$ cat config.mk
export PLATFORM = sky130hd
export DESIGN_NAME = gpu_bg_block_mem_ctrl
export DESIGN_NICKNAME = d
export VERILOG_FILES = /design/src/rtl/gpu_bg_block_mem_ctrl.sv
export SDC_FILE = /design/constraint.sdc
export NUM_CORES = 1
export LEC_CHECK = 0
export BUFFER_PORTS_ARGS = -buffer_cell sky130_fd_sc_hd__buf_2
export CAP_MARGIN = 25
export CORE_AREA = 2 2 255 257
export DETAILED_ROUTE_END_ITERATION = 7
export DIE_AREA = 0 0 257 259
export HOLD_SLACK_MARGIN = 0.05
export PLACE_DENSITY_LB_ADDON = 0.25
export SETUP_SLACK_MARGIN = 0.15
export SYNTH_ARGS = -nofsm -noshare
export SYNTH_HDL_FRONTEND = slang
export SYNTH_SLANG_ARGS = --single-unit
export TNS_END_PERCENT = 5
$ cat constraint.sdc
create_clock -name clk -period 3.8 [get_ports clk]
set_input_delay 0.19 -clock clk [delete_from_list [all_inputs] [get_ports clk]]
set_output_delay 0.19 -clock clk [all_outputs]
set_load 0.03 [all_outputs]
$ cat src/rtl/gpu_bg_block_mem_ctrl.sv
// Background-block memory responder: saves/loads 256-bit BG blocks as BEAT_W beats.
// Optional macro GPU_BG_SKIP_EMPTY_BEAT_EN: SAVE skips beats whose byte enables are all zero.
module gpu_bg_block_mem_ctrl #(
  parameter int BEAT_W    = 32,
  parameter int MEM_ADR_W = 18
) (
  input  logic                   clk,
  input  logic                   i_rst,
  input  logic [1:0]             i_saveBGBlock,
  input  logic [14:0]            i_saveAdr,
  input  logic [14:0]            i_loadAdr,
  input  logic [255:0]           i_exportedBGBlock,
  input  logic [15:0]            i_exportedMSKBGBlock,
  output logic                   o_pausePipeline,
  output logic                   o_resetPixelMask,
  output logic                   o_resetPipelinePixelStateSpike,
  output logic                   o_importBGBlockSingleClock,
  output logic [255:0]           o_importedBGBlock,
  output logic                   o_memValid,
  input  logic                   i_memReady,
  output logic                   o_memWrite,
  output logic [MEM_ADR_W-1:0]   o_memAdr,
  output logic [BEAT_W-1:0]      o_memWData,
  output logic [BEAT_W/8-1:0]    o_memBE,
  input  logic                   i_memRValid,
  input  logic [BEAT_W-1:0]      i_memRData
);
  localparam int NB  = 256 / BEAT_W;
  localparam int BW  = $clog2(NB);
  localparam int BEB = BEAT_W / 8;
  localparam logic [BW:0] NBC  = (BW+1)'(NB);
  localparam logic [BW:0] LAST = (BW+1)'(NB - 1);

  typedef enum logic [2:0] {S_IDLE, S_CAPTURE, S_SAVE, S_LOAD, S_DONE, S_WAIT} state_t;

  state_t         state_q, state_d;
  logic [BW:0]    cnt_q, cnt_d;    // command beat counter
  logic [BW:0]    rcnt_q, rcnt_d;  // read response counter
  logic [1:0]     code_q;
  logic [14:0]    sadr_q, ladr_q;
  logic [255:0]   blk_q, imp_q;
  logic [15:0]    msk_q;
  logic [31:0]    be_all;
  logic [BEB-1:0] beat_be;
  logic [BEAT_W-1:0] beat_wd;
  logic           skip_beat, cmd_v, rsp_take;

  always_comb begin
    be_all = '0;
    for (int p = 0; p < 16; p++) be_all[2*p +: 2] = {2{msk_q[p]}};
  end

  assign beat_be = be_all[cnt_q[BW-1:0]*BEB +: BEB];
  assign beat_wd = blk_q[cnt_q[BW-1:0]*BEAT_W +: BEAT_W];

`ifdef GPU_BG_SKIP_EMPTY_BEAT_EN
  assign skip_beat = (beat_be == '0);
`else
  assign skip_beat = 1'b0;
`endif

  // Combinational so the backend freezes in the very cycle a code appears.
  assign o_pausePipeline   = (state_q != S_IDLE) | (i_saveBGBlock != 2'b00);
  assign o_importedBGBlock = imp_q;

  always_comb begin
    state_d  = state_q;
    cnt_d    = cnt_q;
    rcnt_d   = rcnt_q;
    cmd_v    = 1'b0;
    rsp_take = 1'b0;
    o_resetPixelMask               = 1'b0;
    o_resetPipelinePixelStateSpike = 1'b0;
    o_importBGBlockSingleClock     = 1'b0;
    o_memValid = 1'b0;
    o_memWrite = 1'b0;
    o_memAdr   = '0;
    o_memWData = '0;
    o_memBE    = '0;
    case (state_q)
      S_IDLE: if (i_saveBGBlock != 2'b00) state_d = S_CAPTURE;
      S_CAPTURE: begin
        o_resetPixelMask = 1'b1;
        cnt_d  = '0;
        rcnt_d = '0;
        if (code_q[1] && msk_q != 16'h0) state_d = S_SAVE;
        else if (code_q == 2'b11)        state_d = S_DONE;
        else                             state_d = S_LOAD;
      end
      S_SAVE: begin
        o_memValid = ~skip_beat;
        o_memWrite = 1'b1;
        o_memAdr   = MEM_ADR_W'({sadr_q, cnt_q[BW-1:0]});
        o_memWData = beat_wd;
        o_memBE    = beat_be;
        if (skip_beat || i_memReady) begin
          if (cnt_q == LAST) begin
            cnt_d   = '0;
            state_d = (code_q == 2'b10) ? S_LOAD : S_DONE;
          end else begin
            cnt_d = cnt_q + 1'b1;
          end
        end
      end
      S_LOAD: begin
        // Commands and responses run on separate counters so they may overlap.
        cmd_v      = (cnt_q != NBC);
        o_memValid = cmd_v;
        o_memAdr   = MEM_ADR_W'({ladr_q, cnt_q[BW-1:0]});
        if (cmd_v && i_memReady) cnt_d = cnt_q + 1'b1;
        rsp_take = i_memRValid && (rcnt_q != NBC);
        if (rsp_take) rcnt_d = rcnt_q + 1'b1;
        if (rcnt_q == NBC) begin
          o_importBGBlockSingleClock = 1'b1;
          state_d = S_DONE;
        end
      end
      S_DONE: begin
        o_resetPipelinePixelStateSpike = 1'b1;
        state_d = S_WAIT;
      end
      S_WAIT: if (i_saveBGBlock == 2'b00) state_d = S_IDLE;
      default: state_d = S_IDLE;
    endcase
  end

  always_ff @(posedge clk) begin
    if (i_rst) begin
      state_q <= S_IDLE;
      cnt_q   <= '0;
      rcnt_q  <= '0;
      code_q  <= '0;
      sadr_q  <= '0;
      ladr_q  <= '0;
      blk_q   <= '0;
      msk_q   <= '0;
      imp_q   <= '0;
    end else begin
      state_q <= state_d;
      cnt_q   <= cnt_d;
      rcnt_q  <= rcnt_d;
      if (state_q == S_IDLE && i_saveBGBlock != 2'b00) begin
        code_q <= i_saveBGBlock;
        sadr_q <= i_saveAdr;
        ladr_q <= i_loadAdr;
        blk_q  <= i_exportedBGBlock;
        msk_q  <= i_exportedMSKBGBlock;
      end
      if (rsp_take) imp_q[rcnt_q[BW-1:0]*BEAT_W +: BEAT_W] <= i_memRData;
    end
  end
endmodule

**Word level (Yosys, flattened, before mapping)**

Index checks and enable logic that the tools add are counted.

- Flip-flop bits (word level): 571
- Bits of input ports: 340
- Output and inout bits: 316
- Word-level logic and storage cells: 75

- Add/sub/neg operators: 3
- Equality and inequality tests: 18
- Shift-type cells: 4
- Multiplexer cells: 26
- Bitwise gates (word level): 1
- Reduce and logical (&&, ||, !) cells: 14

Operators by type and width:

| kind | count |
|---|---|
| bitwise mux 256 bit | 1 |
| variable shift 32 x 34 -> 256 bit (first input constant) | 1 |
| indexed part select 256 x 9 -> 32 bit | 1 |
| indexed part select 32 x 34 -> 256 bit | 1 |
| case mux 18 bit (2 select lines) | 1 |
| negation 8 -> 34 bit | 1 |
| two-way mux 32 bit | 1 |
| indexed part select 32 x 6 -> 4 bit | 1 |
| two-way mux 3 bit | 8 |
| two-way mux 4 bit | 5 |
| case mux 3 bit (6 select lines) | 1 |
| nonzero test 16 bit | 1 |
| inequality test 2 bit (second input constant) | 6 |
| case mux 4 bit (3 select lines) | 1 |
| adder 4 x 1 -> 4 bit (second input constant) | 2 |
| inequality test 4 bit (second input constant) | 2 |
| case mux 4 bit (2 select lines) | 1 |
| == test 3 x 2 -> 1 bit (second input constant) | 2 |
| == test 3 bit (second input constant) | 2 |
| two-way mux 1 bit | 6 |
| nonzero test 3 bit | 2 |
| AND reduction 5 bit | 1 |
| == test 2 bit (second input constant) | 2 |
| == test 4 x 3 -> 1 bit (second input constant) | 1 |
| other kinds (11) | 15 |

**Longest topological paths before layout**

- Depth in word-level cells: 5
- Depth in mapped cells: 11

**Worst setup path before layout**

Ideal clock, no wire load.

- Kind: register to register
- Start: register rcnt_q[0]
- End: register imp_q[66] (netlist: o_importedBGBlock[66])
- Library setup time: 120 ps
- Arrival: 2306 ps
- Data required time: 3680 ps
- Slack: 1374 ps
- Cell stages (with the launch flop): 12
- Cells stage by stage: dfxtp_1 buf_4 inv_1 ha_1 ha_1 buf_4 o311a_1 nand4_2 or3_1 buf_2 buf_6 mux2i_1

- Cells in the longest elaborated chain, start to end: 3

Ends and longest elaborated chain:

| element | RTL line | RTL |
|---|---|---|
| start: declaration | 38 | `logic [BW:0] rcnt_q, rcnt_d;` |
| start signal: assignment | 141 | `rcnt_q <= rcnt_d;` |
| negation 8 -> 34 bit or inequality test 4 bit (tied branches) | 149, 111 |  |
| indexed part select 32 x 34 -> 256 bit (tied with other cells) | 149 | `if (rsp_take) imp_q[rcnt_q[BW-1:0]*BEAT_W +: BEAT_W] <= i_memRData;` |
| bitwise mux 256 bit or two-way mux 1 bit (tied branches) | 149, 80 |  |
| end signal: indexed assignment | 149 |  |
| end: declaration | 41 | `logic [255:0] blk_q, imp_q;` |

Several ways; a longest one is shown, not always the timed one.
A chain may end at the register's enable or synchronous reset.

**Worst setup path in the final report**

- Start: register state_q[1]
- End: output port o_memWData[6]

- Cells in the longest elaborated chain, start to end: 2

Ends and longest elaborated chain:

| element | RTL line | RTL |
|---|---|---|
| start: declaration | 36 | `state_t state_q, state_d;` |
| start signal: assignment | 139 | `state_q <= state_d;` |
| == test 3 x 2 -> 1 bit | 80 | `case (state_q)` |
| two-way mux 32 bit | 80 |  |
| end: declaration | 23 | `output logic [BEAT_W-1:0] o_memWData,` |

No other way between the ends.

==> results.ini <==
[pwr]
power.total_uw=18810
power_density_mw_per_mm2=576.1
leakage_uw=0.01369
switching_share_pct=34.11
intPower_uw=12390
seqPwrFrac_pct=39.3
p_switching_uw=6417
peakVddDrop_v=0.0004566
p_comb_share_pct=28.9
power_frac_clock_pct=31.8

[worst_hold_path]
hold_class=input port to flop
worstHoldStart=i_rst
min_to=o_importedBGBlock[250]
whs_path_depth=2

[critical_path]
crit_fanout=16
crit_arrival_ps=2880
cp_top_family=simple AND/OR/NAND/NOR gates
crit_chain=nor2b_1 -> nand2_1 -> buf_4 -> nor2_1 -> buf_2
r2r_setup_slack_ps=1000
cp.required_ps=3610
cp-end-kind=output pin
cpMaxStageDelayCell=dfxtp_1
rr_endpoint=o_importedBGBlock[81]
path_buf_inv=2
slowest_delay_ps=610
critical_path_class=flop to output pin
r2r_start=rcnt_q[1]
setup.worst_path.start_class=flop
cp-startpoint=state_q[1]
reg2reg_depth=9

[global_route]
antenna_found_initial=19
grt_max_degree=140
grtUsageTotal_pct=24.67
grt_pass1_wl_um=129900
gr-total-overflow=0
grt_pass1_vias=22040

[die]
die_w_um=257
dieHeight_um=259
rows=93
dieArea_mm2=0.06656
core_area_mm2=0.06388
initial_core_util_pct=36.58
num_io_pins=656

[logic_synthesis]
synth-async-reset-ratio_pct=0
syn-num-nets=3064
synth_flop_cell=dfxtp_1
ys_ff_latch=571
avgSynthCellArea_um2=8.595
seq_area_frac_synth_pct=48.92
synth_cells=2719
yosysWarnings=0
netlist_area_mm2=0.02337
synth_edf_count=0
synth_cell_types=46

[cts]
post-cts-setup-buffer-count=0
clkTransAtPathRegs_ps=60
cts-root-buf=clkbuf_16
clock_path_buffers=3
numCtsBuffers=60
cts_tree=built
cts-htree-levels=2
clk-insertion-delay-late_ps=620
clock-sinks=571

[layout]
fin_cells=4505
drive_gt1_share_pct=24.61
finish.net_count=3931
fin_area_mm2=0.03265
synthToLayoutAreaGrowth_pct=39.72

[drt]
route.detailed.drc=0
num_vias=22850
dr.pass1.iters=5
ant_nets=0
detail_route.wl_per_cell_um=19.13
drt_wl_total_um=86180
drt_iter0_markers=1878
via_per_inst=5.073

[sta]
hold_viol_final=0
layout_min_cycle_time_ps=3073
skew_ps=9.725
setup_violations=0
max_freq_ghz=0.3255
drv_slew=0
fin_setup_tns_ps=0
min_period_over_period_pct=80.86
rsz0062_at_grt=false
tightestPinTransition_ps=901.7
relSlewSlack_pct=39.89

[flow_run]
maxCapViolations=0

[placed_design]
postPlaceCellArea_mm2=0.02723
dp_hpwl_um=57920
placed_cells=4040
portBuffers=655
place_congestion=0.8350

[run_status]
outcome=complete, no violations

[cell usage in the layout (no fill, tap or decap), drive strengths merged, types with 3 or more instances in the layout]
master,count
nand2,742
buf,705
dfxtp,571
a21oi,474
dlygate4sd3,339
mux2i,145
nand2b,130
o21ai,101
clkbuf,79
nand3,77
mux4,68
nor2,59
nand4,31
clkinv,21
inv,15
diode,13
nor4,7
nand3b,6
or3,6
ha,5
bufinv,5
nor2b,4
and4,4
clkinvlp,4
nor3,4
nand4b,3
and3b,3
o31ai,3
a31oi,3
and2,3
[metal layers]
layer	global-route usage [%]	wire [um]	part of all wire [%]	up-vias
met5	0	71	0.082	-
met4	8.479	2797	3.2	12
met3	4.940	6060	7.0	170
met2	42.31	41940	49	902
met1	30.91	35310	41	10800
li1	-	-	-	10970
[logic make-up after synthesis]
family                   count (synthesis)  share of synthesized area, %
multiplexers                           213                         12.76
buffers and inverters                  250                         4.663
adder cells (fa/ha/maj)                  5                        0.2677
AND/OR/NAND/NOR                       1089                         20.52
flip-flops                             571                         48.92
AO/OA/AOI/OAI                          591                         12.87
[per-stage QoR]
step | hold WS, ps | util [%] | worst slack [ps]
3_3_place_gp | 432.4 | 42.60 | 903.3
2_1_floorplan | 326.0 | - | 1374
6_report | 119.5 | 51.11 | 727.5
5_1_grt | 164.9 | 51.11 | 547.6
4_1_cts | 105.0 | 51.06 | 677.9
3_5_place_dp | 435.6 | 42.63 | 1019
[registers in the layout, summed over array words and instances (netlist names)]
register and count:
code_q 2, cnt_q 4, blk_q 256, state_q 3, o_importedBGBlock 256, ladr_q 15
rcnt_q 4, sadr_q 15, msk_q 16
[what timing repair did]
action	in CTS	in global routing
gates resized for setup	0	0
hold endpoints to repair	514	0
hold buffers	339	0
setup endpoints to repair	0	0
[Yosys cell counts, types with 2 or more instances]
| master | number | area share (%) |
|---|---|---|
| nand2_1 | 742 | 12 |
| dfxtp_1 | 571 | 49 |
| a21oi_1 | 474 | 10 |
| clkbuf_1 | 148 | 2.4 |
| mux2i_1 | 145 | 6.2 |
| nand2b_1 | 130 | 3.5 |
| o21ai_0 | 101 | 2.2 |
| nand3_1 | 77 | 1.6 |
| buf_2 | 73 | 1.6 |
| mux4_2 | 68 | 6.6 |
| nor2_1 | 59 | 0.95 |
| nand4_1 | 30 | 0.80 |
| inv_1 | 11 | 0.18 |
| buf_1 | 8 | 0.13 |
| buf_6 | 6 | 0.29 |
| nand3b_1 | 6 | 0.19 |
| or3_1 | 6 | 0.16 |
| ha_1 | 5 | 0.27 |
| nor4_1 | 5 | 0.13 |
| and4_1 | 4 | 0.15 |
| buf_4 | 4 | 0.13 |
| nor2b_1 | 4 | 0.11 |
| nor3_1 | 4 | 0.086 |
| a31oi_1 | 3 | 0.080 |
| and2_1 | 3 | 0.080 |
| and3b_1 | 3 | 0.11 |
| nand4b_1 | 3 | 0.11 |
| o31ai_1 | 3 | 0.096 |
| a221oi_1 | 2 | 0.075 |
| a32oi_1 | 2 | 0.075 |
| nor3b_1 | 2 | 0.064 |
| nor4_4 | 2 | 0.18 |
| or2_2 | 2 | 0.054 |
[how the worst max path moves through the flow]
stage | endpoint | slack, ps | cells past startpoint
global placement | o_importedBGBlock[76] | 900 | 8
finish | o_memWData[6] | 730 | 5
detailed placement | o_importedBGBlock[81] | 1020 | 9
global route | o_memWData[6] | 550 | 5
CTS | o_memWData[10] | 680 | 5
floorplan | o_importedBGBlock[66] | 1370 | 11
[area by class of cell]
class / count / area, um2
Sequential cell: 571 / 11440
Inverter: 11 / 41.29
Tap cell: 855 / 1070
Antenna cell: 13 / 32.53
Timing Repair Buffer: 1044 / 7182
Multi-Input combinational cell: 1898 / 10890
Fill cell: 6005 / 31230
Clock inverter: 34 / 320.3
Clock buffer: 79 / 1674
[power by group through the flow]
stage / registers [uW] / clock network (uW) / logic [uW]
global placement: 7500 / 0 / 5110
floorplan: 7300 / 0 / 3800
CTS: 7390 / 6080 / 5440
global route: 7510 / 6320 / 5970
detailed placement: 7520 / 0 / 5140
finish: 7390 / 5980 / 5440
Note: power is estimated with default switching activity, not from simulation.
